<file path="src/rtl/softmax_arbiter.sv">
// softmax_arbiter: round-robin sharing of one softmax engine among R row producers.
// A grant covers a whole row: start pulse, N inputs forwarded, N outputs routed back.
module softmax_arbiter #(
  parameter int R     = 4,
  parameter int N     = 256,
  parameter int IN_W  = 16,
  parameter int OUT_W = 16,
  localparam int ID_W = $clog2(R)
) (
  input  logic              clk_i,
  input  logic              rst_ni,
  input  logic [R-1:0]      req_i,
  output logic [R-1:0]      gnt_o,
  input  logic [R-1:0]      req_valid_i,
  input  logic [R*IN_W-1:0] req_data_i,
  output logic [R-1:0]      req_ready_o,
  output logic [R-1:0]      rsp_valid_o,
  output logic [OUT_W-1:0]  rsp_data_o,
  output logic              rsp_last_o,
  output logic [ID_W-1:0]   owner_o,
  output logic              busy_o,
  output logic              err_o,
  output logic              sm_start_o,
  output logic              sm_in_valid_o,
  output logic [IN_W-1:0]   sm_in_data_o,
  input  logic              sm_in_ready_i,
  input  logic              sm_out_valid_i,
  input  logic [OUT_W-1:0]  sm_out_data_i,
  input  logic              sm_done_i
);

  localparam int CNT_W = $clog2(N) + 1;

  typedef enum logic [1:0] {
    IDLE,
    LOAD,
    RUN
  } state_e;

  state_e             state_q, state_d;
  logic [R-1:0]       gnt_q, gnt_d;
  logic [ID_W-1:0]    owner_q, owner_d;
  logic [ID_W-1:0]    rr_q, rr_d;
  logic [CNT_W-1:0]   in_cnt_q, in_cnt_d;
  logic [CNT_W-1:0]   out_cnt_q, out_cnt_d;
  logic               start_q, start_d;
  logic [R-1:0]       rsp_valid_q, rsp_valid_d;
  logic [OUT_W-1:0]   rsp_data_q, rsp_data_d;
  logic               rsp_last_q, rsp_last_d;
  logic               err_q, err_d;

  logic               load, active, in_acc, found;
  logic [ID_W-1:0]    win, rr_next;
  logic [ID_W:0]      idx;

  assign load   = (state_q == LOAD);
  assign active = (state_q != IDLE);

  assign sm_in_valid_o = req_valid_i[owner_q] & load;
  assign sm_in_data_o  = req_data_i[int'(owner_q)*IN_W +: IN_W];
  assign req_ready_o   = gnt_q & {R{sm_in_ready_i & load}};
  assign in_acc        = sm_in_valid_o & sm_in_ready_i;

  assign rr_next = (owner_q == ID_W'(R-1)) ? '0 : owner_q + 1'b1;

  // first requester at or above rr_q, wrapping
  always_comb begin
    win   = '0;
    found = 1'b0;
    idx   = '0;
    for (int i = 0; i < R; i++) begin
      idx = {1'b0, rr_q} + (ID_W+1)'(i);
      if (idx >= (ID_W+1)'(R)) idx = idx - (ID_W+1)'(R);
      if (!found && req_i[idx[ID_W-1:0]]) begin
        found = 1'b1;
        win   = idx[ID_W-1:0];
      end
    end
  end

  always_comb begin
    state_d     = state_q;
    gnt_d       = gnt_q;
    owner_d     = owner_q;
    rr_d        = rr_q;
    in_cnt_d    = in_cnt_q;
    out_cnt_d   = out_cnt_q;
    start_d     = 1'b0;
    rsp_valid_d = '0;
    rsp_data_d  = rsp_data_q;
    rsp_last_d  = 1'b0;
    err_d       = err_q;

    if (in_acc && in_cnt_q != CNT_W'(N))
      in_cnt_d = in_cnt_q + 1'b1;

    if (sm_out_valid_i) begin
      if (active) begin
        rsp_valid_d = gnt_q;
        rsp_data_d  = sm_out_data_i;
        rsp_last_d  = (out_cnt_q == CNT_W'(N-1));
        if (out_cnt_q != CNT_W'(N))
          out_cnt_d = out_cnt_q + 1'b1;
      end else begin
        err_d = 1'b1;
      end
    end

    if (sm_done_i &&
        (state_q != RUN || out_cnt_q != CNT_W'(N-1)))
      err_d = 1'b1;

    unique case (state_q)
      IDLE: begin
        if (found) begin
          state_d   = LOAD;
          gnt_d     = {{(R-1){1'b0}}, 1'b1} << win;
          owner_d   = win;
          start_d   = 1'b1;
          in_cnt_d  = '0;
          out_cnt_d = '0;
        end
      end
      LOAD: begin
        // a premature done still ends the row so the engine is not stranded
        if (sm_done_i) begin
          state_d = IDLE;
          gnt_d   = '0;
          rr_d    = rr_next;
        end else if (in_acc && in_cnt_q == CNT_W'(N-1)) begin
          state_d = RUN;
        end
      end
      RUN: begin
        if (sm_done_i) begin
          state_d = IDLE;
          gnt_d   = '0;
          rr_d    = rr_next;
        end
      end
      default: state_d = IDLE;
    endcase
  end

  always_ff @(posedge clk_i or negedge rst_ni) begin
    if (!rst_ni) begin
      state_q     <= IDLE;
      gnt_q       <= '0;
      owner_q     <= '0;
      rr_q        <= '0;
      in_cnt_q    <= '0;
      out_cnt_q   <= '0;
      start_q     <= 1'b0;
      rsp_valid_q <= '0;
      rsp_data_q  <= '0;
      rsp_last_q  <= 1'b0;
      err_q       <= 1'b0;
    end else begin
      state_q     <= state_d;
      gnt_q       <= gnt_d;
      owner_q     <= owner_d;
      rr_q        <= rr_d;
      in_cnt_q    <= in_cnt_d;
      out_cnt_q   <= out_cnt_d;
      start_q     <= start_d;
      rsp_valid_q <= rsp_valid_d;
      rsp_data_q  <= rsp_data_d;
      rsp_last_q  <= rsp_last_d;
      err_q       <= err_d;
    end
  end

  assign gnt_o       = gnt_q;
  assign owner_o     = owner_q;
  assign busy_o      = active;
  assign err_o       = err_q;
  assign sm_start_o  = start_q;
  assign rsp_valid_o = rsp_valid_q;
  assign rsp_data_o  = rsp_data_q;
  assign rsp_last_o  = rsp_last_q;

endmodule

</file>
<file path="config.mk">
export PLATFORM = sky130hd
export DESIGN_NAME = softmax_arbiter
export DESIGN_NICKNAME = d
export VERILOG_FILES = /design/src/rtl/softmax_arbiter.sv
export SDC_FILE = /design/constraint.sdc
export NUM_CORES = 1
export LEC_CHECK = 0
export CAP_MARGIN = 20
export CELL_PAD_IN_SITES_DETAIL_PLACEMENT = 0
export CELL_PAD_IN_SITES_GLOBAL_PLACEMENT = 1
export CORE_ASPECT_RATIO = 1.25
export CORE_MARGIN = 2
export CORE_UTILIZATION = 29
export CTS_CLUSTER_SIZE = 14
export DETAILED_ROUTE_END_ITERATION = 8
export GPL_ROUTABILITY_DRIVEN = 0
export PLACE_DENSITY = 0.86
export SLEW_MARGIN = 10
export SYNTH_ARGS = -nofsm -noshare
export SYNTH_HDL_FRONTEND = slang
export SYNTH_SLANG_ARGS = --single-unit
export TNS_END_PERCENT = 1
</file>
<file path="constraint.sdc">
create_clock -name clk_i -period 2.4 [get_ports clk_i]
set_input_delay 0.36 -clock clk_i [delete_from_list [all_inputs] [get_ports clk_i]]
set_output_delay 0.36 -clock clk_i [all_outputs]
set_load 0.01 [all_outputs]
</file>
## Yosys cells after proc, flatten, opt, wreduce, memory -nomap -nowiden

Index checks and enable logic that the tools add are counted.

- Flip-flop bits (word level): 51
- Output and inout bits: 51

- Bitwise operators: 4
- Shift operators: 2
- Equal/unequal tests: 14
- $add $sub $neg: 10
- Reductions and logical operators: 21
- Muxes and demuxes: 48
- Magnitude comparators: 9

Operators with widths:

| cell | count |
|---|---|
| $mux W9 | 8 |
| $shiftx A64 B7 Y16 | 1 |
| $mux W2 | 13 |
| $add A9 B1 Y9 const B | 2 |
| $eq A9 B8 Y1 const B | 2 |
| $ne A9 B9 Y1 const B | 2 |
| $mux W1 | 16 |
| $mux W4 | 4 |
| $lt A2 B3 Y1 const B | 5 |
| $bmux W1 S2 | 5 |
| $ge A3 B3 Y1 const B | 3 |
| $ne A9 B8 Y1 const B | 1 |
| $pmux W4 S2 | 1 |
| $reduce_and A2 Y1 | 4 |
| $sub A2 B1 Y2 const B | 4 |
| $add A2 B2 Y3 const B | 2 |
| $logic_and A1 B1 Y1 | 6 |
| $ne A2 B2 Y1 const B | 3 |
| $pmux W2 S3 | 1 |
| $reduce_and A3 Y1 | 2 |
| $reduce_bool A2 Y1 | 3 |
| $and A4 B4 Y4 | 1 |
| $eq A2 B2 Y1 const B | 2 |
| $ne A2 B1 Y1 const B | 2 |
| 11 further kinds | 15 |

## Logic depth before layout (Yosys ltp)

- Depth after elaboration: 17
- Mapped depth: 7
- Depth with buffers taken out: 7

## Worst setup path after synthesis

OpenSTA, ideal clock, no wires.

- Path kind: flip-flop to output port
- Start point: register owner_q[0], in the netlist owner_o[0]
- End point: output sm_in_data_o[0]
- Data arrival time: 1452 ps
- Slack: 588 ps
- Required time: 2040 ps
- Cell stages (with the launch flop): 3
- Cell sequence: dfrtp_1 > buf_1 > mux4_2

- Cells in the longest elaborated chain, start to end: 1

Ends and longest elaborated chain:

| item | RTL line | source |
|---|---|---|
| start, declared | 42 | `logic [ID_W-1:0] owner_q, owner_d;` |
| start signal, assigned | 161 | `owner_q <= owner_d;` |
| $shiftx A64 B7 Y16 | 60 | `assign sm_in_data_o = req_data_i[int'(owner_q)*IN_W +: IN_W];` |
| end, declared | 25 | `output logic [IN_W-1:0] sm_in_data_o,` |

Every way passes these cells.

## Worst setup path after layout

- Start point: register owner_q[0], in the netlist owner_o[0]
- End point: output sm_in_data_o[1]

Same word-level chain as after synthesis.

==> reports/metrics.yaml <==
clock_latency_ps: 290
r2r_slack_ps: 310
clk_pin_slew_worst_paths_ps: 70
diodes: 0
tightest_slew_ps: 524
layout.filler_cells: 911
synth_top_area_share: 0.444
die_x_um: 93.1
area_growth_pct: 61.5
die_h_um: 115
setup_tns_ps: 0
yosysSeqAreaShare: 0.444
wire_per_inst_um: 14.6
syn-mean-instance-area_um2: 10.0
critical_path.top_delay_family: "buffers and inverters"
vdd_drop_max_v: 0.000662
yosys.area.top_type: "dfrtp_1"
grt_pass1_wl_mm: 12.9
stdcell_count: 563
core_mm2: 0.00966
power_leakage_uw: 0.00195
ys_ff_latch: 51
overflow: 0
synth_common_cells: "nand2_1, dfrtp_1, mux4_2"
timing.fmax_mhz: 441
status: "complete, no violations"
numPortBuffers: 143
drv_cap: 0
rows: 40
netlist_instances: 287
grt_pass1_vias: 2677
antenna_found_initial: 0
ys.flop_type: "dfrtp_1"
worst_slew_margin_rel: 0.651
clock_sinks: 51
power_density_mw_per_mm2: 940
crit_buf_inv: 2
yosysMostFrequentCell: "nand2_1"
dieArea_mm2: 0.0107
async_flop_share: 1.00
drt_first_pass_iters: 4
num_vias: 2688
rsz0062_at_grt: "no"
fin_total_pwr_uw: 4370
endpoint: "sm_in_data_o[1]"
multi_input_area_mm2: 0.00150
wl_mm: 8.22
ant_nets: 0
required_ps: 2040
path_class: "reg -> out"
drt_iter0_drc: 142
drive_gt1_frac: 0.0938
grt_usage: 0.152
start_kind: "register"
startpoint: "owner_o[0]"
finalMaxSlewViolations: 0
r2r_cells: 6
dpl.cell_count: 555
synth_area_leaders: "dfrtp_1, mux4_2, nand2_1, ha_1, a21oi_1"
htreeDepth: 2
max_stage_delay_ps: 520
slowest_stage: "mux4_2"
ys_types: 48
finalHoldViolations: 0
synth_edf_count: 0
tritoncts: "yes"
seq_area_mm2: 0.00128
post-route-drc-count: 0
r2r_start: "state_q[1]"
final_nets: 539
endpoint_kind: "primary output"
syn-cell-area_mm2: 0.00288
skew_ps: 3.72
setup-violations-final: 0
initial_core_util: 0.298
io_pins: 144
hp-class: "in -> async"
vias_per_cell: 4.77
grt_max_degree: 30
r2r-end: "in_cnt_q[6]"
yosysWarningCount: 0
fin_crit_sh: 0.945
post_cts_buffers: 0
cp_num_cells: 3
cp_data_arrival_time_ps: 1910
path_cells: "buf_6 -> mux4_2 -> clkdlybuf4s50_1"
path_max_fanout: 15
hpwl_mm: 6.66
ctsLongestPathBuffers: 2
timing.final.crit_period_ps: 2270
hold_slack_ps: 42.8
cts_root_buffer: "clkbuf_16"
numCtsBuffers: 5
syn_nets: 390
-- per-stage QoR --
stage,worst slack [ps],cell area [µm²],utilization
2_1_floorplan,588,2880,-
3_3_place_gp,229,4500,0.466
3_5_place_dp,174,4500,0.466
4_1_cts,33.0,4640,0.481
5_1_grt,30.7,4650,0.481
6_report,132,4650,0.481
-- layout by cell type (no fill, tap or decap), types with 8 or more instances in the layout --
cell and instances:
nand2_1 69, and3_1 8, a21oi_1 14, nor2_1 8, dfrtp_1 51, inv_1 11
nand3_1 10, clkdlybuf4s50_1 142, ha_1 10, o21ai_0 12, buf_4 9, mux4_2 16
-- registers in the layout (all words and copies together), names as in the netlist --
signal / cells
rsp_valid_o: 4
err_o: 1
rsp_last_o: 1
in_cnt_q: 9
rr_q: 2
rsp_data_o: 16
owner_o: 2
out_cnt_q: 9
state_q: 2
gnt_o: 4
sm_start_o: 1
-- kinds of logic (layout without fill, tap and decap cells) --
group | Yosys count | in the layout | synth area share
AOI/OAI and AO/OA | 47 | 47 | 0.106
xor gates and xnor gates | 4 | 4 | 0.0122
adders and majority gates | 10 | 10 | 0.0435
buffers and inverters | 24 | 174 | 0.0361
DFF | 51 | 51 | 0.444
muxes | 21 | 21 | 0.143
and+or+nand+nor | 130 | 130 | 0.215
-- per-layer routing --
metal	wire length, µm	global-route usage	vias to the layer above
li1	-	-	1320
met1	3130	0.170	1263
met2	4420	0.282	98
met3	544	0.0387	7
met4	127	0.0451	0
met5	0	0	-
-- layout make-up --
cell class / count / share of cell area
timing repair buffer: 154 / 0.328
sequential: 51 / 0.275
inverter: 12 / 0.00970
clock inverter: 3 / 0.00431
multi-input combinational: 212 / 0.322
clock buffer: 5 / 0.0269
tap: 126 / 0.0339
-- worst min-delay path by stage --
stage               startpoint              to  slack, ps  cells past startpoint
floorplan               rst_ni           err_o         60                      0
global placement        rst_ni  rsp_data_o[14]        370                      1
detailed placement      rst_ni   rsp_data_o[0]        370                      1
CTS                     rst_ni   rsp_data_o[0]         50                      1
global route            rst_ni   rsp_data_o[0]         70                      1
finish                  rst_ni   rsp_data_o[0]         40                      1
-- power by group --
part / leakage [µW] / total [µW] / switching [µW] / internal (µW)
clock: 0.0000658 / 695 / 311 / 384
sequential: 0.000664 / 1320 / 194 / 1120
combinational: 0.00122 / 2350 / 1040 / 1320
total: 0.00195 / 4370 / 1540 / 2820
-- timing repair --
action,CTS,global route
setup endpoints to repair,0,11
gates resized for setup,0,1
hold buffers,0,0
No activity file was read; power rests on OpenSTA's default activity.
==> variant (same settings) <==
Re-encode `state_e` (3 states) as one-hot, 3 bits wide.
--- a/src/rtl/softmax_arbiter.sv
+++ b/src/rtl/softmax_arbiter.sv
@@ -32,8 +32,8 @@
   localparam int CNT_W = $clog2(N) + 1;
 
-  typedef enum logic [1:0] {
-    IDLE,
-    LOAD,
-    RUN
+  typedef enum logic [2:0] {
+    IDLE = 3'b001,
+    LOAD = 3'b010,
+    RUN  = 3'b100
   } state_e;
 
Function: no difference found for any inputs over 4 cycles, from zero or initial values and one cycle with rst_ni low; so few cycles prove little.
==> variant against the unedited design <==
Critical path depth up 1; via count increased by 0.33%; routed wire length grew 6.2%; design area grew 1.0%; sequential share of layout area is 0.31 points higher; global-route usage increased by 0.98 points; setup slack worse by 0.11 ns; total power up 3.8%; sequential cell count is 1 higher; die area down 0.75%; synthesized area shrank 0.78%; count of clock-buffer cells in the layout rose by 1.
==> variant: results (changes against the unedited design) <==
[yosys]
ys_top_cells_by_count=sky130_fd_sc_hd__nand2_1, sky130_fd_sc_hd__dfrtp_1, sky130_fd_sc_hd__nor2_1
synth_top_cells_by_area=sky130_fd_sc_hd__dfrtp_1, sky130_fd_sc_hd__mux4_2, sky130_fd_sc_hd__nand2_1
postSynthNetCount=374  ; -4.1%
yosysWarnings=0  ; unchanged
synth.yosys.seq_area_share_pct=45.6  ; +1.3 points
synth_ff_type=sky130_fd_sc_hd__dfrtp_1
yosys.cell_types.count=46  ; -4.2%
syn-mean-instance-area_sq_um=10.4  ; +3.9%

[place]
dp_worst_setup_slack_ns=0.0324  ; -0.141 ns
hpwl_um=6800  ; +2.2%
numPlacedInstances=544  ; -2.0%

[power]
p_leak_nw=2.08  ; +6.3%
vdd_ir_drop_max_mv=0.486  ; -27%
switching_power_mw=1.58  ; +2.3%

[worst_setup_path]
critical_path.max_fanout=2  ; -13
crit_end=sm_in_valid_o
critical_path.reg2reg.endpoint=out_cnt_q[8]
worst_path_dominant_cell_family=buffers and inverters
critical_path.startpoint=req_valid_i[2]
regToRegSetupSlack_ns=0.48  ; +0.17 ns
crit_path_top_delay_cell=sky130_fd_sc_hd__mux4_2
r2r-start=state_q[0]
r2r_cells=6  ; unchanged
cp_slowest_stage_delay_ns=0.52  ; about the same
critical_path_arrival_ns=2.02  ; +0.11 ns

[clock_tree]
clk_path_buf_depth=2  ; unchanged
postCtsSetupBuffers=0  ; unchanged
root_buffer=sky130_fd_sc_hd__clkbuf_16
numCtsBuffers=5  ; unchanged
post_cts_resize_count=2  ; +2
worstSkewPairLatency_ns=0.29  ; about the same
clkSlewWorstSetupHoldPaths_ns=0.07  ; about the same

[route]
detail_route.first_pass.iterations=4  ; unchanged
drt-initial-drc-count=101  ; -29%
dr_total_vias=2697  ; +0.33%
post_drt_wl_per_cell_um=15.8  ; +8.1%

[global_route]
grt.met3_usage_pct=4.65  ; +0.79 points
pin_count_of_the_biggest_net_entering_global_routing=28  ; -6.7%
groute.layer.met2.usage_pct=28.9  ; +0.69 points
global_route.usage.met1_pct=19.4  ; +2.4 points
grtUsageTotal_pct=16.2  ; +0.98 points
grt_pass1_wl_um=13700  ; +5.8%

[final_layout]
nets=526  ; -2.4%
layout.filler_cells=910  ; -0.11%
layoutNonFillerInstCount=553  ; -1.8%
insertedDiodeCount=0  ; unchanged
layout-drive-gt1-share_pct=10.5  ; +1.2 points
largest_reg_flops=16  ; unchanged

[timing]
timing.clock.skew_ns=0.00757  ; +0.00385 ns
fin_crit_ns=2.38  ; +0.109 ns
worst_pin_slew_ns=0.672  ; +0.149 ns

[run_status]
outcome=finished clean

[worst_hold_path]
timing.hold.worst.class=in2async

[variant: through the flow]
step	area [sq um]	hold slack [ns]
after floorplan	2850	0.0644
after global placement	4500	0.425
after detailed placement	4500	0.443
after CTS	4670	0.127
after global routing	4690	0.156
final	4690	0.0966
[variant: worst reg2reg max path, cell delays in order (launching register included)]
cell and delay, ns:
sky130_fd_sc_hd__dfstp_2 0.57, sky130_fd_sc_hd__nor3b_1 0.25, sky130_fd_sc_hd__inv_1 0.17, sky130_fd_sc_hd__buf_4 0.19
sky130_fd_sc_hd__and2_1 0.36, sky130_fd_sc_hd__a21oi_1 0.21, sky130_fd_sc_hd__nor2_1 0.05
[variant: kinds of logic after synthesis]
logic type      Yosys count  synth area share [%]
flops                    52                  45.6
fa+ha+maj                 7                  3.07
buf+inv                  25                  3.73
mux                      23                  16.1
simple gates            125                  21.1
xor+xnor                  5                  1.53
compound gates           37                  8.81
[variant: power by group through the flow]
stage / clock network (mW) / registers, mW / logic (mW)
after floorplan: 0 / 1.40 / 1.10
after global placement: 0 / 1.33 / 2.38
after detailed placement: 0 / 1.34 / 2.42
after CTS: 0.843 / 1.33 / 2.43
after global routing: 0.868 / 1.37 / 2.60
final: 0.811 / 1.33 / 2.39
[variant: cell type report]
type	instances	share of cell area, %
Sequential cell	52	27.8
Tap cell	126	3.36
Timing Repair Buffer	157	33.5
Clock buffer	6	2.75
Inverter	13	1.04
Multi-Input combinational cell	197	30.7
Clock inverter	2	0.826
[variant: metal layers]
| layer | wire length, um | part of all wire [%] |
|---|---|---|
| met5 | 0 | 0 |
| met4 | 64 | 0.73 |
| met3 | 890 | 10 |
| met2 | 4150 | 48 |
| met1 | 3620 | 42 |
